## config.mk

```make
export PLATFORM = sky130hd
export DESIGN_NAME = multimode_display_signal
export DESIGN_NICKNAME = d
export VERILOG_FILES = /design/src/rtl/multimode_display_signal.sv
export SDC_FILE = /design/constraint.sdc
export NUM_CORES = 1
export LEC_CHECK = 0
export ABC_AREA = 1
export BUFFER_PORTS_ARGS = -buffer_cell sky130_fd_sc_hd__buf_2
export CAP_MARGIN = 20
export CELL_PAD_IN_SITES_DETAIL_PLACEMENT = 1
export CELL_PAD_IN_SITES_GLOBAL_PLACEMENT = 1
export CORE_MARGIN = 3
export CORE_UTILIZATION = 39
export DETAILED_ROUTE_END_ITERATION = 10
export GPL_TIMING_DRIVEN = 1
export PLACE_DENSITY_LB_ADDON = 0.1
export SYNTH_ARGS = -nofsm -noshare
export SYNTH_HDL_FRONTEND = slang
export SYNTH_SLANG_ARGS = --single-unit
```

## constraint.sdc

```tcl
create_clock -name i_pixel_clk -period 4.9 [get_ports i_pixel_clk]
set_input_delay 0.98 -clock i_pixel_clk [delete_from_list [all_inputs] [get_ports i_pixel_clk]]
set_output_delay 0.98 -clock i_pixel_clk [all_outputs]
set_load 0.02 [all_outputs]
```

## src/rtl/multimode_display_signal.sv

```systemverilog
// Four-preset display sync generator with frame-boundary mode switching.
// Optional o_line_start output is enabled by defining MMDS_LINE_START_EN.
module multimode_display_signal #(
    parameter int unsigned DEFAULT_MODE = 0,
    parameter int unsigned COORD_W      = 13,
    parameter logic [3:0]  MODE_MASK    = 4'b1111
) (
    input  logic                      i_pixel_clk,
    input  logic                      i_reset_n,
    input  logic [1:0]                i_mode,
    input  logic                      i_mode_req,
    output logic [1:0]                o_mode,
    output logic                      o_mode_busy,
    output logic                      o_mode_err,
    output logic [2:0]                o_hvesync,
    output logic                      o_frame_start,
`ifdef MMDS_LINE_START_EN
    output logic                      o_line_start,
`endif
    output logic signed [COORD_W-1:0] o_x,
    output logic signed [COORD_W-1:0] o_y
);

    // state   | meaning
    // IDLE    | no switch request outstanding
    // PENDING | request latched in pend, applied at the next frame wrap

    typedef logic signed [COORD_W-1:0] coord_t;
    typedef enum logic { IDLE = 1'b0, PENDING = 1'b1 } state_t;

    localparam int HFP  [4] = '{16, 40, 110, 88};
    localparam int HSW  [4] = '{96, 128, 40, 44};
    localparam int HBP  [4] = '{48, 88, 220, 148};
    localparam int HRES [4] = '{640, 800, 1280, 1920};
    localparam int VFP  [4] = '{10, 1, 5, 4};
    localparam int VSW  [4] = '{2, 4, 5, 5};
    localparam int VBP  [4] = '{33, 23, 20, 36};
    localparam int VRES [4] = '{480, 600, 720, 1080};
    localparam logic [3:0] POL      = 4'b1110;
    localparam logic [1:0] DEF_MODE = DEFAULT_MODE[1:0];
    localparam coord_t     ONE      = coord_t'(1);

    state_t     state, state_n;
    logic [1:0] pend, pend_n, mode_n;
    logic       err_n, line_end, wrap;
    coord_t     hres_cur, vres_cur;
    coord_t     hbp_n, hsw_n, hb_n, vbp_n, vsw_n, vb_n;
    coord_t     x_n, y_n;
    logic       de_n, hs_act, vs_act, pol_n;

    always_ff @(posedge i_pixel_clk) begin
        if (!i_reset_n) begin
            state <= IDLE;
            pend  <= DEF_MODE;
        end else begin
            state <= state_n;
            pend  <= pend_n;
        end
    end

    always_comb begin
        state_n  = state;
        pend_n   = pend;
        mode_n   = o_mode;
        err_n    = 1'b0;
        hres_cur = coord_t'(HRES[o_mode]);
        vres_cur = coord_t'(VRES[o_mode]);
        line_end = (o_x == hres_cur - ONE);
        wrap     = line_end && (o_y == vres_cur - ONE);
        if (wrap && state == PENDING) begin
            mode_n  = pend;
            state_n = IDLE;
        end
        // A request landing on the wrap cycle is latched after the swap, so it waits a frame.
        if (i_mode_req) begin
            if (MODE_MASK[i_mode]) begin
                pend_n  = i_mode;
                state_n = PENDING;
            end else begin
                err_n = 1'b1;
            end
        end
    end

    assign o_mode_busy = (state == PENDING);

    always_comb begin
        hbp_n = coord_t'(HBP[mode_n]);
        hsw_n = coord_t'(HSW[mode_n]);
        hb_n  = coord_t'(HFP[mode_n]) + hsw_n + hbp_n;
        vbp_n = coord_t'(VBP[mode_n]);
        vsw_n = coord_t'(VSW[mode_n]);
        vb_n  = coord_t'(VFP[mode_n]) + vsw_n + vbp_n;
        pol_n = POL[mode_n];
        x_n   = o_x + ONE;
        y_n   = o_y;
        if (line_end) begin
            x_n = -hb_n;
            y_n = wrap ? -vb_n : o_y + ONE;
        end
        de_n   = ~x_n[COORD_W-1] & ~y_n[COORD_W-1];
        hs_act = (x_n >= -(hsw_n + hbp_n)) && (x_n < -hbp_n);
        vs_act = (y_n >= -(vsw_n + vbp_n)) && (y_n < -vbp_n);
    end

    always_ff @(posedge i_pixel_clk) begin
        if (!i_reset_n) begin
            o_mode        <= DEF_MODE;
            o_x           <= coord_t'(HRES[DEF_MODE]) - ONE;
            o_y           <= coord_t'(VRES[DEF_MODE]) - ONE;
            o_hvesync     <= {1'b0, ~POL[DEF_MODE], ~POL[DEF_MODE]};
            o_frame_start <= 1'b0;
            o_mode_err    <= 1'b0;
        end else begin
            o_mode        <= mode_n;
            o_x           <= x_n;
            o_y           <= y_n;
            o_hvesync     <= {de_n, vs_act ? pol_n : ~pol_n, hs_act ? pol_n : ~pol_n};
            o_frame_start <= wrap;
            o_mode_err    <= err_n;
        end
    end

`ifdef MMDS_LINE_START_EN
    always_ff @(posedge i_pixel_clk) begin
        if (!i_reset_n) begin
            o_line_start <= 1'b0;
        end else begin
            o_line_start <= line_end;
        end
    end
`endif

endmodule

```

==> results.md <==
* Status: completed
* R2R Path End: o_hvesync[1]
* Die W at 101 microns
* Final nets at 646
* Final setup violation count at 0
* Initial core utilization at 40.3%
* Num CTS Buffers at 5
* Fin crit share at 92.7%
* Worst setup EP type: flop
* Top FF cell, synth: dfxtp_1
* Min-delay src: pend[1]
* Clk sinks at 35
* Fin crit period at between 4 and 5 ns
* Slew Limit Fails at 0
* R2R Setup Slk at 0.36 ns
* Via count at 3,638
* Hold depth at 2
* Global-route wire length before repair at 18.6 mm
* Share of cells above drive strength 1 at 19.3%
* Non-Filler Instances at 693
* Chip height at 101 microns
* Worst-Margin Slew at slightly above 0.7 ns
* CTS clk-pin slew, worst paths at 0.07 ns
* Ant. Diodes at 0
* Adder-Cell Fraction of Synth Area at 20.3%
* Register area share after synthesis at 19.9%
* Pleak at 2.22 nW
* Synthesis-to-layout area growth at 15.9%
* Initial antenna violation count at 0
* Yosys Warn Count at 0
* Post-placement cell count at about 680
* Detailed Routing Iterations Pass 1 at 4
* CTS H-tree lvls at 2
* Worst min-delay path class: reg2reg
* DP Worst Slack at -0.0121 ns
* Pwr per Cell Area at between 700 and 800 nW/um^2
* Die area at 10,200 sq um
* Max_slew headroom at between 50% and 60%
* Cell taking the most area after synthesis: ha_1
* DPL Wire Length at between 9 and 10 mm
* CTS tree: yes
* CTS Buffer Depth at 2
* Vias in the first global route at roughly 3.7k
* Proportion of synthesized area in mux cells at 0%
* Synthesized area at 3520 sq um
* Crit start category: flop
* Synth Area in Compound Gates at a little under an eighth
* Total power at 3.12 mW
* CTS root buf: clkbuf_8
* Synth Register Bits at 35
* Peak supply drop at about 360 uV
* Share of the synthesized area in the top cell type at 20.3%
* Skew-Pair Late Insertion Delay at around 0.29 ns
* Worst Setup Slack, final at approximately 0.36 ns
* IO Pins at 39
* CTS Hold Buffers Added at 0
* R2R Path Start: o_mode[0]
* Synthesized area per cell at 6.72 sq um
* DR vias/cell at 5.25
* Total Neg Setup Slack at 0 ns
* Grt ovf at 0
* Post-DR wirelength/cell at approximately 16 microns
* Ys async rst share at 0%
* Total track usage at between 20 and 25%
* Syn Inst Count at 523
* Required @ worst endpoint at 5.06 ns
* Yosys cell types at 45
* Post-synth EDFFs at 0
* Main combinational cell family by area after synthesis: simple AND/OR/NAND/NOR gates
* PortBufs at 37
* Synth area leaders: ha_1 (20%), dfxtp_1 (20%), nand2_1 (12%), inv_1 (6.6%), nor2_1 (5.0%)
* Final Wtd Congestion at 0.916
* Worst Clk Skew at 0.0101 ns
* Row Count at 34
* Post-synthesis xor/xnor area fraction at 2.99%
* Crit path max fanout at 8
* Peak Freq at about 220 MHz
* Total wire length at 11.3 mm
* DRC at 0
* Hold Crit Endpoint: pend[1]
* WP data arrival at 4.70 ns
* Worst reg-to-reg path cell count at 27
* Detailed Route Iter0 Violations at roughly 130
* Largest net degree at the start of global routing at 23
* Worst Setup Path Type: reg2reg
* Post-Synth Simple-Gate Area at 35.9%
* DRT antenna net count at 0
* Max-cap violations at 0
* Most instantiated cells after synthesis: nand2_1 (117), inv_1 (62), ha_1 (57), nor2_1 (47), dfxtp_1 (35)
* Top-count cell post-synth: nand2_1
* Final Hold Viols at 0
* Core ar. at roughly 8700 sq um
layer usage:
layer  track usage [%]  vias to the layer above  part of all wire, %
met4              5.01                        0                  1.6
met2              38.4                       66                   45
met3              3.67                       15                  4.7
met5                 0                        -                    0
li1                  -                     1828                    -
met1              30.5                     1729                   48
metrics by stage:
stage	hold slack, ns	area [sq um]	util (%)
2_1_floorplan	0.447	3550	-
6_report	0.520	4080	46.7
3_5_place_dp	0.509	3880	44.5
5_1_grt	0.569	4080	46.7
3_3_place_gp	0.510	3880	44.5
4_1_cts	0.520	3980	45.7
report_power, final:
group,internal [mW],leakage (nW),switching (mW)
logic,0.910,1.88,1.52
registers,0.365,0.288,0.0849
clock network,0.129,0.0515,0.113
total,1.40,2.22,1.72
logic make-up (layout without fill, tap and decap cells):
logic type                 Yosys count  count (layout)
other                                1              10
adders and majority gates           57              57
xor gates and xnor gates            12              12
and+or+nand+nor                    264             264
buffers and inverters               84             137
AOI/OAI and AO/OA                   70              70
DFF                                 35              35
area by class of cell:
class                   count  area (sq um)
clock buffers               8           100
fillers                  1155          4640
inverters                  77           289
multi-input cells         413          2550
flip-flops and latches     35           702
well taps                 108           135
repair buffers             52           298
worst max-delay path, stage by stage, from the launching register on:
cell	delay (ns)
dfxtp_1	0.35
inv_2	0.06
ha_1	0.21
inv_1	0.10
ha_1	0.25
nand2_1	0.11
nand2_2	0.06
nor2_2	0.11
nand3_2	0.13
nor2_8	0.15
nand3_2	0.11
or2_2	0.32
o21ai_2	0.10
inv_2	0.10
ha_4	0.30
nor2_4	0.15
nor2_1	0.06
a22oi_2	0.28
ha_4	0.26
a21oi_1	0.16
nand2_1	0.10
a21oi_1	0.14
o21ai_0	0.09
nor3_1	0.22
xor2_1	0.16
o21ai_0	0.13
nand4_1	0.12
nand3_1	0.08
sequential cells by signal, indices dropped and copies added (netlist names):
register / cells
o_x: 13
o_mode: 2
o_y: 13
o_mode_busy: 1
o_hvesync: 3
o_frame_start: 1
pend: 2
worst max path at each step:
stage,slack [ns],from,cells after the start,to
2_1_floorplan,0.07,o_mode[1],26,o_hvesync[1]
3_3_place_gp,0.21,o_mode[1],27,o_hvesync[1]
3_5_place_dp,-0.01,o_mode[1],27,o_hvesync[1]
4_1_cts,0.04,o_mode[1],26,o_hvesync[1]
5_1_grt,-0.05,o_mode[0],28,o_hvesync[1]
6_report,0.36,o_mode[0],27,o_hvesync[1]
timing repair:
item                       4_1_cts  5_1_grt
gates cloned                     0        0
buffers inserted                 0        8
pin swaps                        0        6
resized for setup                1        7
setup endpoints to repair        1        2
placed cells by master, fill, tap and decap left out, types with 7 or more instances in the layout:
master	instances
buf_2	37
ha_1	55
nand2_1	117
nor2_1	46
conb_1	10
inv_2	11
nand3_1	30
clkbuf_8	7
a21oi_1	26
buf_4	15
xor2_1	8
inv_1	61
o21ai_0	21
nor3_1	16
nand2_2	9
dfxtp_1	34
nand4_1	10
No activity file was read; power rests on OpenSTA's default activity.
